## src/rtl/rv_arch_state_if.sv

```systemverilog
// Operand, write-back and PC bundle between the core datapath
// and the architectural state unit.
interface rv_arch_state_if #(
  parameter int ADDR_WIDTH = 5,
  parameter int DATA_WIDTH = 32
);
  logic [ADDR_WIDTH-1:0] rs1addr;
  logic [ADDR_WIDTH-1:0] rs2addr;
  logic [DATA_WIDTH-1:0] rs1data;
  logic [DATA_WIDTH-1:0] rs2data;
  logic [ADDR_WIDTH-1:0] waddr;
  logic                  wen;
  logic [2:0]            wb_key;
  logic [DATA_WIDTH-1:0] alu_res;
  logic [DATA_WIDTH-1:0] mem_rdata;
  logic [DATA_WIDTH-1:0] imm;
  logic [DATA_WIDTH-1:0] wdata;
  logic [DATA_WIDTH-1:0] dnpc;
  logic                  pc_wen;
  logic [DATA_WIDTH-1:0] pc;
  logic [DATA_WIDTH-1:0] snpc;

  modport master (
    output rs1addr, rs2addr, waddr, wen, wb_key,
    output alu_res, mem_rdata, imm, dnpc, pc_wen,
    input  rs1data, rs2data, wdata, pc, snpc
  );

  modport slave (
    input  rs1addr, rs2addr, waddr, wen, wb_key,
    input  alu_res, mem_rdata, imm, dnpc, pc_wen,
    output rs1data, rs2data, wdata, pc, snpc
  );
endinterface

```

## src/rtl/rv_arch_state_unit.sv

```systemverilog
// Register file, PC register and write-back selector
// of the single-cycle core.
module rv_arch_state_unit #(
  parameter int                    ADDR_WIDTH = 5,
  parameter int                    DATA_WIDTH = 32,
  parameter logic [DATA_WIDTH-1:0] PC_RESET   = 32'h8000_0000
) (
  input logic             clk,
  input logic             rst,
  rv_arch_state_if.slave  bus
);
  localparam int NREG = 2 ** ADDR_WIDTH;

  logic [DATA_WIDTH-1:0] rf_q [NREG];
  logic [DATA_WIDTH-1:0] rf_d [NREG];
  logic [DATA_WIDTH-1:0] pc_q;
  logic [DATA_WIDTH-1:0] pc_d;
  logic [DATA_WIDTH-1:0] snpc;
  logic [DATA_WIDTH-1:0] wdata;

  assign snpc = pc_q + DATA_WIDTH'(4);

  always_comb begin
    wdata = '0;
    unique case (1'b1)
      (bus.wb_key == 3'b001): wdata = bus.alu_res;
      (bus.wb_key == 3'b010): wdata = bus.mem_rdata;
      (bus.wb_key == 3'b011): wdata = snpc;
      (bus.wb_key == 3'b100): wdata = bus.imm;
      default:                wdata = '0;
    endcase
  end

  always_comb begin
    rf_d = rf_q;
    if (bus.wen && bus.waddr != '0) begin
      rf_d[bus.waddr] = wdata;
    end
    rf_d[0] = '0;
    pc_d = bus.pc_wen ? bus.dnpc : pc_q;
  end

  always_ff @(posedge clk or negedge rst) begin
    if (!rst) begin
      for (int i = 0; i < NREG; i++) begin
        rf_q[i] <= '0;
      end
      pc_q <= PC_RESET;
    end else begin
      rf_q <= rf_d;
      pc_q <= pc_d;
    end
  end

  // x0 is gated at the read port as well as never written.
  assign bus.rs1data = (bus.rs1addr == '0) ? '0 : rf_q[bus.rs1addr];
  assign bus.rs2data = (bus.rs2addr == '0) ? '0 : rf_q[bus.rs2addr];
  assign bus.wdata   = wdata;
  assign bus.pc      = pc_q;
  assign bus.snpc    = snpc;
endmodule

```

## src/flat_wrapper.sv

```systemverilog
// flat-port wrapper written by rule: the top's interface ports become plain ports
module rv_arch_state_unit_flat 
#(
  parameter int                    ADDR_WIDTH = 5,
  parameter int                    DATA_WIDTH = 32,
  parameter logic [DATA_WIDTH-1:0] PC_RESET   = 32'h8000_0000
)
  (clk, rst, bus_rs1addr, bus_rs2addr, bus_waddr, bus_wen, bus_wb_key, bus_alu_res, bus_mem_rdata, bus_imm, bus_dnpc, bus_pc_wen, bus_rs1data, bus_rs2data, bus_wdata, bus_pc, bus_snpc);
  rv_arch_state_if #(.ADDR_WIDTH(ADDR_WIDTH), .DATA_WIDTH(DATA_WIDTH)) bus_i ();
  input logic clk;
  input logic rst;
  input wire logic [$bits(bus_i.rs1addr)-1:0] bus_rs1addr;
  input wire logic [$bits(bus_i.rs2addr)-1:0] bus_rs2addr;
  input wire logic [$bits(bus_i.waddr)-1:0] bus_waddr;
  input wire logic [$bits(bus_i.wen)-1:0] bus_wen;
  input wire logic [$bits(bus_i.wb_key)-1:0] bus_wb_key;
  input wire logic [$bits(bus_i.alu_res)-1:0] bus_alu_res;
  input wire logic [$bits(bus_i.mem_rdata)-1:0] bus_mem_rdata;
  input wire logic [$bits(bus_i.imm)-1:0] bus_imm;
  input wire logic [$bits(bus_i.dnpc)-1:0] bus_dnpc;
  input wire logic [$bits(bus_i.pc_wen)-1:0] bus_pc_wen;
  output wire logic [$bits(bus_i.rs1data)-1:0] bus_rs1data;
  output wire logic [$bits(bus_i.rs2data)-1:0] bus_rs2data;
  output wire logic [$bits(bus_i.wdata)-1:0] bus_wdata;
  output wire logic [$bits(bus_i.pc)-1:0] bus_pc;
  output wire logic [$bits(bus_i.snpc)-1:0] bus_snpc;
  assign bus_i.rs1addr = bus_rs1addr;
  assign bus_i.rs2addr = bus_rs2addr;
  assign bus_i.waddr = bus_waddr;
  assign bus_i.wen = bus_wen;
  assign bus_i.wb_key = bus_wb_key;
  assign bus_i.alu_res = bus_alu_res;
  assign bus_i.mem_rdata = bus_mem_rdata;
  assign bus_i.imm = bus_imm;
  assign bus_i.dnpc = bus_dnpc;
  assign bus_i.pc_wen = bus_pc_wen;
  assign bus_rs1data = bus_i.rs1data;
  assign bus_rs2data = bus_i.rs2data;
  assign bus_wdata = bus_i.wdata;
  assign bus_pc = bus_i.pc;
  assign bus_snpc = bus_i.snpc;
  rv_arch_state_unit #(.ADDR_WIDTH(ADDR_WIDTH), .DATA_WIDTH(DATA_WIDTH), .PC_RESET(PC_RESET)) u_core (.clk(clk), .rst(rst), .bus(bus_i));
endmodule
```

## config.mk

```make
export PLATFORM = sky130hd
export DESIGN_NAME = rv_arch_state_unit_flat
export DESIGN_NICKNAME = d
export VERILOG_FILES = /design/src/rtl/rv_arch_state_if.sv /design/src/rtl/rv_arch_state_unit.sv /design/src/flat_wrapper.sv
export SDC_FILE = /design/constraint.sdc
export NUM_CORES = 2
export LEC_CHECK = 0
export CORE_MARGIN = 10
export CORE_UTILIZATION = 50
export DETAILED_ROUTE_END_ITERATION = 8
export DONT_BUFFER_PORTS = 1
export PLACE_DENSITY = 0.68
export SYNTH_ARGS = -nofsm -noshare
export SYNTH_HDL_FRONTEND = slang
export SYNTH_SLANG_ARGS = --single-unit
```

## constraint.sdc

```tcl
create_clock -name clk -period 3.2 [get_ports clk]
set_clock_uncertainty 0.05 [all_clocks]
set_input_delay 0.16 -clock clk [delete_from_list [all_inputs] [get_ports clk]]
set_output_delay 0.16 -clock clk [all_outputs]
set_load 0.02 [all_outputs]
```

==> results.yml <==
grt:
  grt_overflow: 0
  grt_pass1_vias: 40800
  grt_max_degree: 1025
  antenna_found_initial: 5
  grt_pass1_wl_microns: 267000
  grt_use_total_pct: 29.0
logic_synthesis:
  ys_types: 44
  async_flop_share_pct: 100
  synthFlopType: "dfrtp_1"
  yosysTopAreaCell: "dfrtp_1"
  synth_nets: 4814
  synth.avg_cell_area_sq_um: 11.6
  syn_inst: 4663
  ys_warn_count: 0
  synth-edff-count: 0
  ys_seq_area_share_pct: 47.2
  synth_area_leaders: "dfrtp_1 47%, mux4_2 24%, nor2_1 7.1%, a31oi_1 6.1%, a21oi_1 4.2%"
  syn_area_sq_um: 54300
  synth_seq_cells: 1024
  synth_top_area_share_pct: 47.1
floorplanning:
  die_width_microns: 350
  fp.dieH_microns: 350
  rows: 120
  io_pins: 310
  dieArea_sq_um: 122000
  start_util_pct: 50.5
  coreArea_sq_um: 108000
critical_path:
  critical_path_buf_inv_count: 1
  cp_data_required_time_ps: 2990
  crit_arrival_ps: 2940
  crit_family: "simple AND/OR/NAND/NOR gates"
  slowest_delay_ps: 470
  critical_path_class: "reg -> out"
  cp-start-kind: "flip-flop"
  critPathMaxFanout: 10
  crit_path_cell_trace: "ha_2 > nand4_2 > or3_4 > buf_4 > o31a_1 > o21ai_2 > nand2_2"
  end_kind: "output port"
  slowest_stage: "or3_4"
power:
  ir_worst_vdd_mv: 0.571
  power_mw: 42.1
  leakage_nw: 24.5
  powerDensity_nw_per_um2: 685
timing:
  hold_viol_final: 175
  fmax_mhz: 317
  slew_violations: 0
  setup_ws_ps: 48.0
  min_period_ps: 3150
  worst_pin_slew_ps: 1380
  rsz0062_at_grt: "yes"
  setup_viol: 0
  whs_ps: -543
  slew_headroom_pct: 7.90
  period_share_pct: 98.5
cells_and_area:
  area.growth.synth_to_final_pct: 13.0
  final_cells: 6038
  postLayoutCoreUtil_pct: 57.1
  final_common_cell: "dfrtp_1"
  drive_above_1_share_pct: 26.5
  most-common-layout-cells: "1,017 x dfrtp_1, 996 x nor2_1, 576 x mux4_2"
  fill_cells: 8707
  nNetsFinal: 4692
route:
  drt-initial-drc-count: 5267
  wl_met1_microns: 69100
  routedWlPerCell_microns: 30.0
  drt_pass1_iterations: 8
  drcViolationCount: 0
  wirelength_microns: 181000
  via_per_inst: 6.86
  route.met2.wl_microns: 84700
  routed.top_layer: "met5"
  ant_nets: 0
  vias: 41400
  wl_met3_microns: 19800
place:
  hpwlAfterDp_microns: 102000
  pre_cts_slack_ps: 341
  finalWeightedCongestion: 0.856
  dp_cells: 5707
  port_buffers: 0
clock_tree:
  cts-buffers-inserted: 108
  cts.sinks: 1024
  cts_tree: "done"
  htreeDepth: 3
  postCtsHoldBufs: 117
  clock_latency_ps: 700
  cts_root_buffer: "clkbuf_16"
  clockBufferDepth: 3
  clk_pin_slew_ps: 60
status:
  run_status: "finished, violations left"
  violations: "hold timing"
worst_hold_path:
  hold_path.class: "in -> async"
run:
  cap_violations: 0
-- worst reg2reg max path, stage by stage, from the launching register on --
cell           delay, ps
dfrtp_1              420
buf_4                200
xor2_1               190
mux2i_1              150
a2bb2oi_1            290
a2bb2oi_4            570
dlygate4sd3_1       1000
o21ai_0              170
-- cell type report --
cell class | count | area (sq um) | area share (%)
multi-input cells | 3090 | 27200 | 44.4
clock buffers | 167 | 3240 | 5.27
repair buffers | 293 | 2960 | 4.82
well taps | 1403 | 1760 | 2.86
diodes | 3 | 7.51 | 0.0122
clock inverters | 34 | 439 | 0.716
inverters | 24 | 97.6 | 0.159
flip-flops and latches | 1024 | 25600 | 41.8
-- timing repair --
| action | CTS | global route |
|---|---|---|
| cloned | 1 | 1 |
| resized for setup | 15 | 25 |
| pin swaps | 4 | 1 |
| buffers inserted | 2 | 1 |
| endpoints found under the setup margin | 16 | 17 |
| hold endpoints to repair | 1876 | 174 |
-- sequential cells by signal, indices dropped and copies added, names as in the netlist --
signal and flops:
u_core.bus.pc 32, u_core.rf_q 992
-- Yosys cell counts (2+ instances only) --
master	n
and4_1	6
or4_1	2
inv_1	24
or2_2	19
o21ai_1	12
mux2_2	156
a31oi_1	531
nor3_1	5
a21oi_1	456
buf_6	7
dfrtp_1	1023
clkbuf_1	394
a221oi_1	10
o21ai_2	5
a22oi_1	31
nor4_2	6
o31a_1	11
nand2_1	70
a22o_1	63
nand2b_1	2
xor2_1	5
buf_1	34
and3_1	2
nor4_1	8
nand3_1	14
buf_4	5
buf_2	84
nor2b_1	7
xnor2_1	6
mux4_2	576
o21ai_0	39
a2bb2oi_1	3
nand4_1	9
nor2_1	1028
-- power breakdown --
part           switching, mW  total [mW]  internal [mW]
clock network           5.50        13.1           7.60
registers               2.46        18.5           16.1
logic                   4.60        10.4           5.79
-- through the flow --
stage	hold WS (ps)	instance area, sq um	setup TNS [ps]
2_1_floorplan	-186	54300	0
3_3_place_gp	-110	56100	0
3_5_place_dp	-116	56100	0
4_1_cts	-858	61100	0
5_1_grt	-462	61400	-95.8
6_report	-543	61400	0
-- path summary, 6_finish.rpt --
check | start | endpoint | slack, ps | depth (start not counted)
min in group clk | bus_wb_key[0] | u_core.rf_q[961] | 30 | 4
worst min-delay path | rst | u_core.rf_q[147] | -540 | 1
worst max-delay path | u_core.bus.pc[2] | bus_wdata[24] | 50 | 7
worst min register to register | u_core.rf_q[897] | u_core.rf_q[897] | 450 | 2
max in group asynchronous | rst | u_core.rf_q[547] | 940 | 3
worst max register to register | u_core.bus.pc[4] | u_core.rf_q[484] | 60 | 7
-- layer usage --
layer / GRT usage [%] / vias up
li1: - / 17300
met1: 39.4 / 21400
met2: 45.4 / 2340
met3: 6.82 / 382
met4: 11.0 / 2
met5: 0 / -
-- logic make-up (layout without fill, tap and decap cells) --
group	after synthesis	count (layout)	synth area share, %
other	0	3	0
flip-flops	1024	1024	47.2
multiplexers	733	733	27.1
AND/OR/NAND/NOR	1183	1183	8.65
AO/OA/AOI/OAI	1162	1162	12.7
adder cells (fa/ha/maj)	1	1	0.0230
XOR/XNOR	11	11	0.177
buffers and inverters	549	518	4.12
Power figures use the tool's default switching activity.
